===== src/rtl/yildiz_io_port.sv =====
// ---------------------------------------------------------------------------
// yildiz_io_port
//   Device-side end of the YildizCPU16 INPR/OUTPR character I/O interface.
//   CPU OUT writes are queued in a small first-word-fall-through TX FIFO and
//   drained to an external valid/ready byte sink. Bytes from an external
//   valid/ready source are captured into the INPR holding register. The
//   FGI/FGO flags polled by the CPU are derived from that state.
//
//   Optional feature macro: YILDIZ_IO_IRQ_EN
//     defined   -> ien/irq ports exist; irq is registered as
//                  ien & (fgi | tx_fifo_empty)
//     undefined -> no interrupt logic; the CPU polls fgi/fgo.
//
// Parameters
//   TX_DEPTH   TX FIFO entries (power of 2, >= 2)
//   TX_AW      log2(TX_DEPTH)
//
// Ports
//   clkn        in   system clock, rising-edge active
//   rstn        in   asynchronous reset, active-low
//   cpu_outpr   in   byte from CPU OUTPR
//   cpu_out_wr  in   1-cycle OUT strobe
//   fgo         out  TX FIFO not full
//   cpu_inpr    out  INPR holding register
//   cpu_in_rd   in   1-cycle INP strobe, consumes INPR
//   fgi         out  INPR holds an unread byte
//   tx_data     out  head byte of TX FIFO
//   tx_valid    out  TX FIFO non-empty
//   tx_ready    in   sink accepts tx_data
//   rx_data     in   source byte
//   rx_valid    in   rx_data valid
//   rx_ready    out  port can accept a byte (= ~fgi)
//   tx_drop     out  sticky: an OUT write arrived while the FIFO was full
//   ien         in   interrupt enable     (YILDIZ_IO_IRQ_EN only)
//   irq         out  interrupt request    (YILDIZ_IO_IRQ_EN only)
// ---------------------------------------------------------------------------
module yildiz_io_port #(
  parameter int TX_DEPTH = 4,
  parameter int TX_AW    = 2
) (
  input  logic       clkn,
  input  logic       rstn,
  input  logic [7:0] cpu_outpr,
  input  logic       cpu_out_wr,
  output logic       fgo,
  output logic [7:0] cpu_inpr,
  input  logic       cpu_in_rd,
  output logic       fgi,
  output logic [7:0] tx_data,
  output logic       tx_valid,
  input  logic       tx_ready,
  input  logic [7:0] rx_data,
  input  logic       rx_valid,
  output logic       rx_ready,
`ifdef YILDIZ_IO_IRQ_EN
  input  logic       ien,
  output logic       irq,
`endif
  output logic       tx_drop
);

  localparam logic [TX_AW:0] FULL_CNT = (TX_AW+1)'(TX_DEPTH);

  // ---------------------------------------------------------------- TX FIFO
  logic [7:0]     r_mem [TX_DEPTH];
  logic [TX_AW-1:0] r_wr_ptr;
  logic [TX_AW-1:0] r_rd_ptr;
  logic [TX_AW:0] r_count;
  logic           r_tx_drop;

  logic w_push;
  logic w_pop;

  assign fgo      = (r_count != FULL_CNT);
  assign tx_valid = (r_count != '0);
  // A write while full is lost even if a pop frees a slot in the same cycle:
  // fgo is decided from the registered count only.
  assign w_push   = cpu_out_wr & fgo;
  assign w_pop    = tx_valid & tx_ready;
  // Stale storage is masked while empty so tx_data reads 0 out of reset
  // without having to clear the storage array.
  assign tx_data  = tx_valid ? r_mem[r_rd_ptr] : 8'h00;
  assign tx_drop  = r_tx_drop;

  // NOTE: storage array has no reset -- only pointers/count define validity,
  // which keeps the array as plain RAM-style flops without a reset network.
  always_ff @(posedge clkn) begin
    if (w_push) r_mem[r_wr_ptr] <= cpu_outpr;
  end

  // NOTE: all state uses non-blocking assignments so every register samples
  // pre-edge values, independent of statement order.
  always_ff @(posedge clkn or negedge rstn) begin
    if (!rstn) begin
      r_wr_ptr  <= '0;
      r_rd_ptr  <= '0;
      r_count   <= '0;
      r_tx_drop <= 1'b0;
    end else begin
      if (w_push) r_wr_ptr <= r_wr_ptr + TX_AW'(1);
      if (w_pop)  r_rd_ptr <= r_rd_ptr + TX_AW'(1);
      // Simultaneous push and pop leaves the count unchanged.
      if (w_push && !w_pop)      r_count <= r_count + (TX_AW+1)'(1);
      else if (w_pop && !w_push) r_count <= r_count - (TX_AW+1)'(1);
      if (cpu_out_wr && !fgo) r_tx_drop <= 1'b1;
    end
  end

  // ---------------------------------------------------------------- RX path
  logic [7:0] r_inpr;
  logic       r_fgi;
  logic       w_rx_accept;

  assign rx_ready    = ~r_fgi;
  assign w_rx_accept = rx_valid & ~r_fgi;
  assign cpu_inpr    = r_inpr;
  assign fgi         = r_fgi;

  // Accept only happens with fgi = 0 and clear only with fgi = 1, so the two
  // branches are mutually exclusive in practice.
  always_ff @(posedge clkn or negedge rstn) begin
    if (!rstn) begin
      r_inpr <= 8'h00;
      r_fgi  <= 1'b0;
    end else if (w_rx_accept) begin
      r_inpr <= rx_data;
      r_fgi  <= 1'b1;
    end else if (cpu_in_rd && r_fgi) begin
      r_fgi  <= 1'b0;
    end
  end

`ifdef YILDIZ_IO_IRQ_EN
  // ---------------------------------------------------------------- IRQ
  logic r_irq;

  assign irq = r_irq;

  always_ff @(posedge clkn or negedge rstn) begin
    if (!rstn) r_irq <= 1'b0;
    else       r_irq <= ien & (r_fgi | (r_count == '0));
  end
`endif

endmodule


===== config.mk =====
export PLATFORM = sky130hd
export DESIGN_NAME = yildiz_io_port
export DESIGN_NICKNAME = d
export VERILOG_FILES = /design/src/rtl/yildiz_io_port.sv
export SDC_FILE = /design/constraint.sdc
export NUM_CORES = 1
export LEC_CHECK = 0
export CORE_AREA = 2 2 77 79
export DETAILED_ROUTE_END_ITERATION = 10
export DIE_AREA = 0 0 79 81
export HOLD_SLACK_MARGIN = 0.15
export MAX_ROUTING_LAYER = met4
export PLACE_DENSITY = 0.69
export SYNTH_ARGS = -nofsm -noshare
export SYNTH_HDL_FRONTEND = slang
export SYNTH_SLANG_ARGS = --single-unit

===== constraint.sdc =====
create_clock -name clkn -period 5.9 [get_ports clkn]
set_input_delay 1.475 -clock clkn [delete_from_list [all_inputs] [get_ports clkn]]
set_output_delay 1.475 -clock clkn [all_outputs]
set_load 0.02 [all_outputs]

# Word level (Yosys, flattened, before mapping)
# Memory sizes are Yosys's and may differ from the RTL's.
# Cells that the tools add are included.
[totals]
mem_bits_ro = 0
input_bits = 22
ramBits = 32
output_inout_bits = 21
latchBits = 0
wordCells = 33
register_bits = 17
mem_count = 1
[memory_table]
columns = ["memory", "depth", "width", "read_ports", "rd_ports_with_merged_regs", "write_ports", "line_no", "rtl"]
rows = [
  ["r_mem", 4, 8, 1, 0, 1, "65", "logic [7:0] r_mem [TX_DEPTH];"],
]
[classes]
bitwise = 4
magnitude_cmp = 0
n_mul = 0
shift = 0
muxes = 7
addsub = 4
n_div = 0
eq_ne = 1
n_reduce_logical = 10
[ops]
columns = ["cell", "count"]
rows = [
  ["2-to-1 mux 8 bit", 1],
  ["2-to-1 mux 3 bit", 2],
  ["adder 2 x 1 -> 2 bit, second input constant", 2],
  ["logical AND 1 bit", 4],
  ["2-to-1 mux 1 bit", 4],
  ["nonzero test 2 bit", 2],
  ["adder 3 x 1 -> 3 bit, second input constant", 1],
  ["bitwise AND 1 bit", 3],
  ["zero test 1 bit", 3],
  ["inequality test 3 bit, second input constant", 1],
  ["nonzero test 3 bit", 1],
  ["subtractor 3 x 1 -> 3 bit, second input constant", 1],
  ["inverter 1 bit", 1],
]

# Logic depth before layout (Yosys ltp)
# Gate-level depths: netlist of the first run.
[logic_depth]
depth_word = 6
depth_mapped = 9
mapped_depth_nobuf = 8

# Worst setup path after synthesis of the first run
# Ideal clock, no wire load.
[synth_path]
kind = "in2reg"
from = "input cpu_out_wr"
to = "register r_count[2]"
path_buffers = 1
setup_ns = 0.079
setup_slack_ns = 3.119
t_arrival_ns = 2.702
stages = 8
path_cell_list = "nor2b_1 -> buf_6 -> ha_1 -> inv_1 -> fa_1 -> xor2_1 -> nor2_1 -> xor2_1"
[synth_between]
elab_chain_cells = 4
elab_cells_between_ends = 6
[synth_lines]
columns = ["element", "line_no", "rtl"]
rows = [
  ["start: declaration", "44", "input logic cpu_out_wr,"],
  ["bitwise AND 1 bit (*)", "78", "assign w_push = cpu_out_wr & fgo;"],
  ["via w_push", "71", "logic w_push;"],
  ["zero test 1 bit", "104", "else if (w_pop && !w_push) r_count <= r_count - (TX_AW+1)'(1);"],
  ["logical AND 1 bit", "104", ""],
  ["nonzero test 2 bit (no line)", "n/a", ""],
  ["end signal: assignment", "103", "if (w_push && !w_pop) r_count <= r_count + (TX_AW+1)'(1);"],
  ["end signal: assignment", "104", ""],
  ["end: declaration", "68", "logic [TX_AW:0] r_count;"],
]
# The timed path passes the listed nets; every way through them passes the cells marked *.
# A chain may end at the register's enable or synchronous reset.

# Worst setup path in the final report of the first run
[layout_path]
from = "register r_rd_ptr[0]"
to = "output tx_data[3]"
[layout_between]
elab_chain_cells = 2
[layout_lines]
columns = ["element", "line_no", "rtl"]
rows = [
  ["start: declaration", "67", "logic [TX_AW-1:0] r_rd_ptr;"],
  ["start signal: assignment", "101", "if (w_pop) r_rd_ptr <= r_rd_ptr + TX_AW'(1);"],
  ["memory (4 x 8 bit)", "n/a", ""],
  ["2-to-1 mux 8 bit", "82", "assign tx_data = tx_valid ? r_mem[r_rd_ptr] : 8'h00;"],
  ["end: declaration", "49", "output logic [7:0] tx_data,"],
]
# No other way between the ends.

==> out/metrics.cfg, run 1 <==
[synthesis]
synth-edff-count=32
ys_seq_area_share_pct=68.9
yosysWarnings=0
synth_commonest_cells=edfxtp_1 (32), dfrtp_1 (17), and2_1 (12), mux2_2 (9), mux4_2 (8)
synth_nets=138
yosys.area.top_type_share_pct=47.7
synth_area_leader_cell=edfxtp_1
synthesis.area_sq_um=2010
syn_avg_cell_area_sq_um=18.3
synth_cell_type_count=22
yosysMostFrequentCell=edfxtp_1
ys_ff_latch=49
netlist_instances=110
synth-main-ff-cell=edfxtp_1
synth_area_leaders=edfxtp_1 (48%), dfrtp_1 (21%), mux4_2 (8.9%)
synth_async_sr_flop_share_pct=34.7

[finish]
syn2layout_area_growth_pct=28.2
insertedDiodeCount=0
final_cells=230
drive_gt1_share_pct=18.1
final_net_count=182

[setup_path]
slowest_delay_ns=0.74
worst_setup_path_start_kind=flop
worst-path-stages=3
cp_data_arrival_time_ns=2.31
worst_setup_path_end_kind=output pin
crit_fanout=10
critPathTopFamily=flip-flops
cp.required_ns=4.43
reg2reg_depth=8
cp_num_buf_inv=1
path_cells=mux4_2 > and2_1 > clkdlybuf4s50_1
crit_type=flop to output pin
cp_slowest_cell=dfrtp_1

[place]
dp.cells=222
routabilityCongestion=0.686
port_buffers=42
dp_hpwl_microns=2540

[cts]
cts_setup_buffers=0
cts_num_sinks=49
cts_buffers=5
clk_pin_slew_ns=0.09
cts_tree=done
cts_hold_buf=0
htree_num_levels=2
clk_path_buf_depth=2
cts_resized=0
clock-root-buffer=clkbuf_8
clock_latency_ns=0.30

[die]
initial_utilization_pct=35.5
core_sq_um=5680
die_h_microns=81
ios=43
rows=28
die_w_microns=79
dieArea_sq_um=6400

[power]
leakagePower_nw=0.932
peakVddDrop_mv=0.179
p_per_area_nw_per_um2=470

[timing]
fmax_mhz=264
finalSetupViolCount=0
drv_slew=0
slew_headroom_pct=48.8
worst_pin_slew_ns=0.767
finalHoldViolCount=0
skew_ns=0.00442
finalCriticalPeriod_ns=3.78
rsz0062_at_grt=no
fin_crit_sh_pct=64.1
tns_ns=0

[status]
outcome=finished, final reports clean

[global_routing]
grt_max_degree=18
grtUsageTotal_pct=12.8
grt_pass1_vias=1219
antenna_found_initial=0
overflow=0
grt_pass1_wl_microns=5840

[drt]
drtAntennaViolNets=0
dr.pass1.iters=4
routedWlPerCell_microns=15.3
viasPerCell=4.59
drc=0
vias=1056
finalWirelength_microns=3520
first_iter_violations=54

[worst_hold_path]
hold_path.class=flop to flop
hold_depth=1

[job]
max_cap_viol_count=0

sequential cells by signal (all words and copies together) (netlist names):
name and count:
cpu_inpr 8, fgi 1, r_count 3, r_mem 32
r_rd_ptr 2, r_wr_ptr 2, tx_drop 1
worst paths after layout:
kind,start,end,slack (ns)
worst max-delay path,r_rd_ptr[0]$_DFFE_PN0P_,tx_data[3],2.12
worst min-delay path,tx_drop$_DFFE_PN0P_,tx_drop$_DFFE_PN0P_,0.47
worst max register to register,r_count[1]$_DFFE_PN0P_,r_count[2]$_DFFE_PN0P_,3.58
worst min register to register,tx_drop$_DFFE_PN0P_,tx_drop$_DFFE_PN0P_,0.47
max in group asynchronous,rstn,r_count[2]$_DFFE_PN0P_,3.83
min in group asynchronous,rstn,cpu_inpr[0]$_DFFE_PN0P_,1.61
logic make-up after synthesis:
| family | count (synthesis) | share of synthesized area [%] |
|---|---|---|
| flip-flops | 49 | 68.9 |
| AO/OA/AOI/OAI | 2 | 0.746 |
| multiplexers | 18 | 14.7 |
| buffers and inverters | 10 | 2.80 |
| XOR/XNOR | 6 | 2.61 |
| adder cells (fa/ha/maj) | 6 | 4.10 |
| AND/OR/NAND/NOR | 19 | 6.15 |
power breakdown:
| group | switching (mW) | internal [mW] |
|---|---|---|
| Clock | 0.113 | 0.0842 |
| Sequential | 0.0705 | 0.458 |
| Combinational | 0.218 | 0.268 |
| Total | 0.402 | 0.810 |
stage by stage:
step / instance area, sq um / hold slack [ns] / utilization, % / setup WS (ns) / power, mW
final: 2580 / 0.470 / 45.5 / 2.12 / 1.21
after global routing: 2580 / 0.507 / 45.5 / 1.98 / 1.29
after CTS: 2580 / 0.474 / 45.5 / 2.06 / 1.23
after detailed placement: 2490 / 0.452 / 43.9 / 2.34 / 1.03
after global placement: 2490 / 0.444 / 43.9 / 2.41 / 1.01
after floorplan: 2010 / 0.445 / - / 3.12 / 0.838
routing by layer:
layer | share of wire, % | GRT usage (%) | up-vias | routed length (microns)
met5 | 0 | - | - | 0
met4 | 1.2 | 4.66 | 0 | 43
met3 | 6.7 | 4.56 | 4 | 237
met2 | 51 | 21.8 | 47 | 1800
met1 | 41 | 14.0 | 520 | 1440
li1 | - | - | 485 | -
worst register-to-register path: cells and delay by family, from the launching register on:
kind                       cells  cell delay, ns
adders and majority gates      2            0.57
and+or+nand+nor                3            0.89
xor gates and xnor gates       2            0.31
DFF                            1            0.44
buffers and inverters          1            0.06
cell type report:
class | instances | area [sq um]
Fill cell | 510 | 3100
Sequential cell | 49 | 1390
Multi-Input combinational cell | 51 | 571
Timing Repair Buffer | 42 | 420
Tap cell | 75 | 93.8
Clock buffer | 5 | 68.8
Clock inverter | 3 | 21.3
Inverter | 5 | 18.8
cells in the final DEF (no fill, tap or decap):
cell / instances
nand2_1: 1
nor3b_2: 1
fa_1: 1
dfrtp_1: 17
and2_1: 12
inv_1: 5
xnor2_1: 4
clkinvlp_4: 1
o21bai_1: 1
nor2_1: 1
clkbuf_8: 5
edfxtp_1: 32
mux2_2: 9
mux2_4: 1
nand3_2: 1
ha_1: 5
clkdlybuf4s50_1: 42
inv_6: 1
mux4_2: 8
a21o_1: 1
nor2b_1: 2
xor2_1: 2
or3_1: 1
clkinv_2: 1
Note: power is estimated with default switching activity, not from simulation.
==> run 2, diff against run 1 <==
- PLACE_DENSITY: 0.69 -> 0.72
- clock period: 5.9 -> 3.1 ns (I/O delays scaled with it)
==> run 2 against run 1 <==
Compared with the run above:
- power rose by 92%
- setup slack lost 1.8 ns
- clock power rose by 87%
- hold slack improved by 0.0046 ns
==> out/metrics.cfg, run 2 (same netlist as run 1, synthesis figures left out) <==
[cts]
cts_setup_buffers=0
clock-root-buffer=clkbuf_8
cts_resized=0
clk_pin_slew_ns=0.09
clk_path_buf_depth=2
clock_latency_ns=0.30
cts_buffers=5
htree_num_levels=2
cts_num_sinks=49
cts_hold_buf=0
cts_tree=done

[global_routing]
grt_max_degree=18
grt_pass1_wl_microns=5550
overflow=0
antenna_found_initial=0
grtUsageTotal_pct=12.1
grt_pass1_vias=1138

[finish]
final_cell_mix=clkdlybuf4s50_1 (42), edfxtp_1 (32), dfrtp_1 (17), and2_1 (12), mux2_2 (9)
insertedDiodeCount=0
nFillCells=507
fin_area_sq_um=2600
drive_gt1_share_pct=19.6
largest_reg_flops=32
top_register=r_mem
final_core_util_pct=45.9
final_net_count=185
syn2layout_area_growth_pct=29.3
final_common_cell=clkdlybuf4s50_1

[setup_path]
slowest_delay_ns=0.53
worst_setup_path_end_kind=output pin
cp_data_arrival_time_ns=2.03
path_cells=buf_4 > mux4_2 > and2_1 > clkdlybuf4s50_1
crit_type=flop to output pin
critPathTopFamily=buffers and inverters
cp_slowest_cell=clkdlybuf4s50_1
cp.required_ns=2.32
cp_num_buf_inv=2
timing.rr.start=r_count[0]$_DFFE_PN0P_
crit_fanout=6
worst_setup_path_start_kind=flop
crit_start=r_rd_ptr[0]$_DFFE_PN0P_

[timing]
fin_crit_sh_pct=90.6
rsz0062_at_grt=no
skew_ns=0.00736
tns_ns=0
finalSetupViolCount=0
slew_headroom_pct=49.8
fmax_mhz=356
worst_pin_slew_ns=0.750
finalHoldViolCount=0
finalCriticalPeriod_ns=2.81
holdWs_ns=0.475
drv_slew=0

[die]
core_sq_um=5680
die_h_microns=81
rows=28
initial_utilization_pct=35.5
ios=43
die_w_microns=79
dieArea_sq_um=6400

[drt]
vias=1075
drtAntennaViolNets=0
viasPerCell=4.61
routedWlPerCell_microns=14.5
drc=0
first_iter_violations=45
finalWirelength_microns=3380
dr.pass1.iters=7

[power]
switching_share_pct=32.7
p_sw_mw=0.760
combinationalPowerShare_pct=42.2
p_per_area_nw_per_um2=893
report.power.total_mw=2.32
p_int_mw=1.56
leakagePower_nw=0.946
p_clk_share_pct=15.9
peakVddDrop_mv=0.478
p_seq_share_pct=41.9

[place]
placed_area_sq_um=2510
dp_hpwl_microns=2460
routabilityCongestion=0.679
port_buffers=42

[worst_hold_path]
hold_start=tx_drop$_DFFE_PN0P_
hold_path.class=flop to flop

[job]
max_cap_viol_count=0

[status]
outcome=finished, final reports clean

[run 2: cell types whose count changed in the layout (fill, tap and decap cells not counted), sizes merged]
cell	previous run	this run
buf	0	3
[run 2: metrics by stage]
stage / setup WS [ns] / instances
2_1_floorplan: 1.02 / 110
3_3_place_gp: 0.596 / 225
3_5_place_dp: 0.499 / 225
4_1_cts: 0.253 / 233
5_1_grt: 0.155 / 233
6_report: 0.290 / 233
[run 2: power groups by stage]
| stage | logic (mW) | clock network, mW | registers (mW) |
|---|---|---|---|
| 5_1_grt | 1.07 | 0.412 | 0.996 |
| 3_5_place_dp | 0.995 | 0 | 0.992 |
| 4_1_cts | 1.00 | 0.381 | 0.979 |
| 2_1_floorplan | 0.609 | 0 | 0.985 |
| 3_3_place_gp | 0.966 | 0 | 0.977 |
| 6_report | 0.980 | 0.369 | 0.975 |
[run 2: worst paths after layout]
check                                          end  slack, ns  cells past startpoint
max reg2reg                 r_count[2]$_DFFE_PN0P_       0.81                      8
min in group asynchronous  cpu_inpr[1]$_DFFE_PN0P_       0.92                      1
max in group asynchronous  r_wr_ptr[1]$_DFFE_PN0P_       1.71                      1
min reg2reg                    tx_drop$_DFFE_PN0P_       0.47                      1
max                                     tx_data[1]       0.29                      4
min                            tx_drop$_DFFE_PN0P_       0.47                      1
[run 2: cell type report]
class | count | area (sq um) | area share, %
Inverter | 5 | 18.8 | 0.721
Tap cell | 75 | 93.8 | 3.61
Clock buffer | 5 | 68.8 | 2.64
Multi-Input combinational cell | 51 | 571 | 21.9
Timing Repair Buffer | 45 | 443 | 17.0
Clock inverter | 3 | 21.3 | 0.817
Sequential cell | 49 | 1390 | 53.3
[run 2: layer usage]
metal	global-route usage (%)	wire length (microns)	up-vias
li1	-	-	493
met1	14.3	1430	536
met2	19.7	1720	44
met3	4.22	215	2
met4	3.79	14	0
met5	-	0	-
[run 2: worst register-to-register path, delay by kind of cell (launching register included)]
| family | cells | cell delay, ns |
|---|---|---|
| xor+xnor | 2 | 0.30 |
| fa+ha+maj | 2 | 0.57 |
| flops | 1 | 0.46 |
| simple gates | 3 | 0.83 |
| buf+inv | 1 | 0.07 |
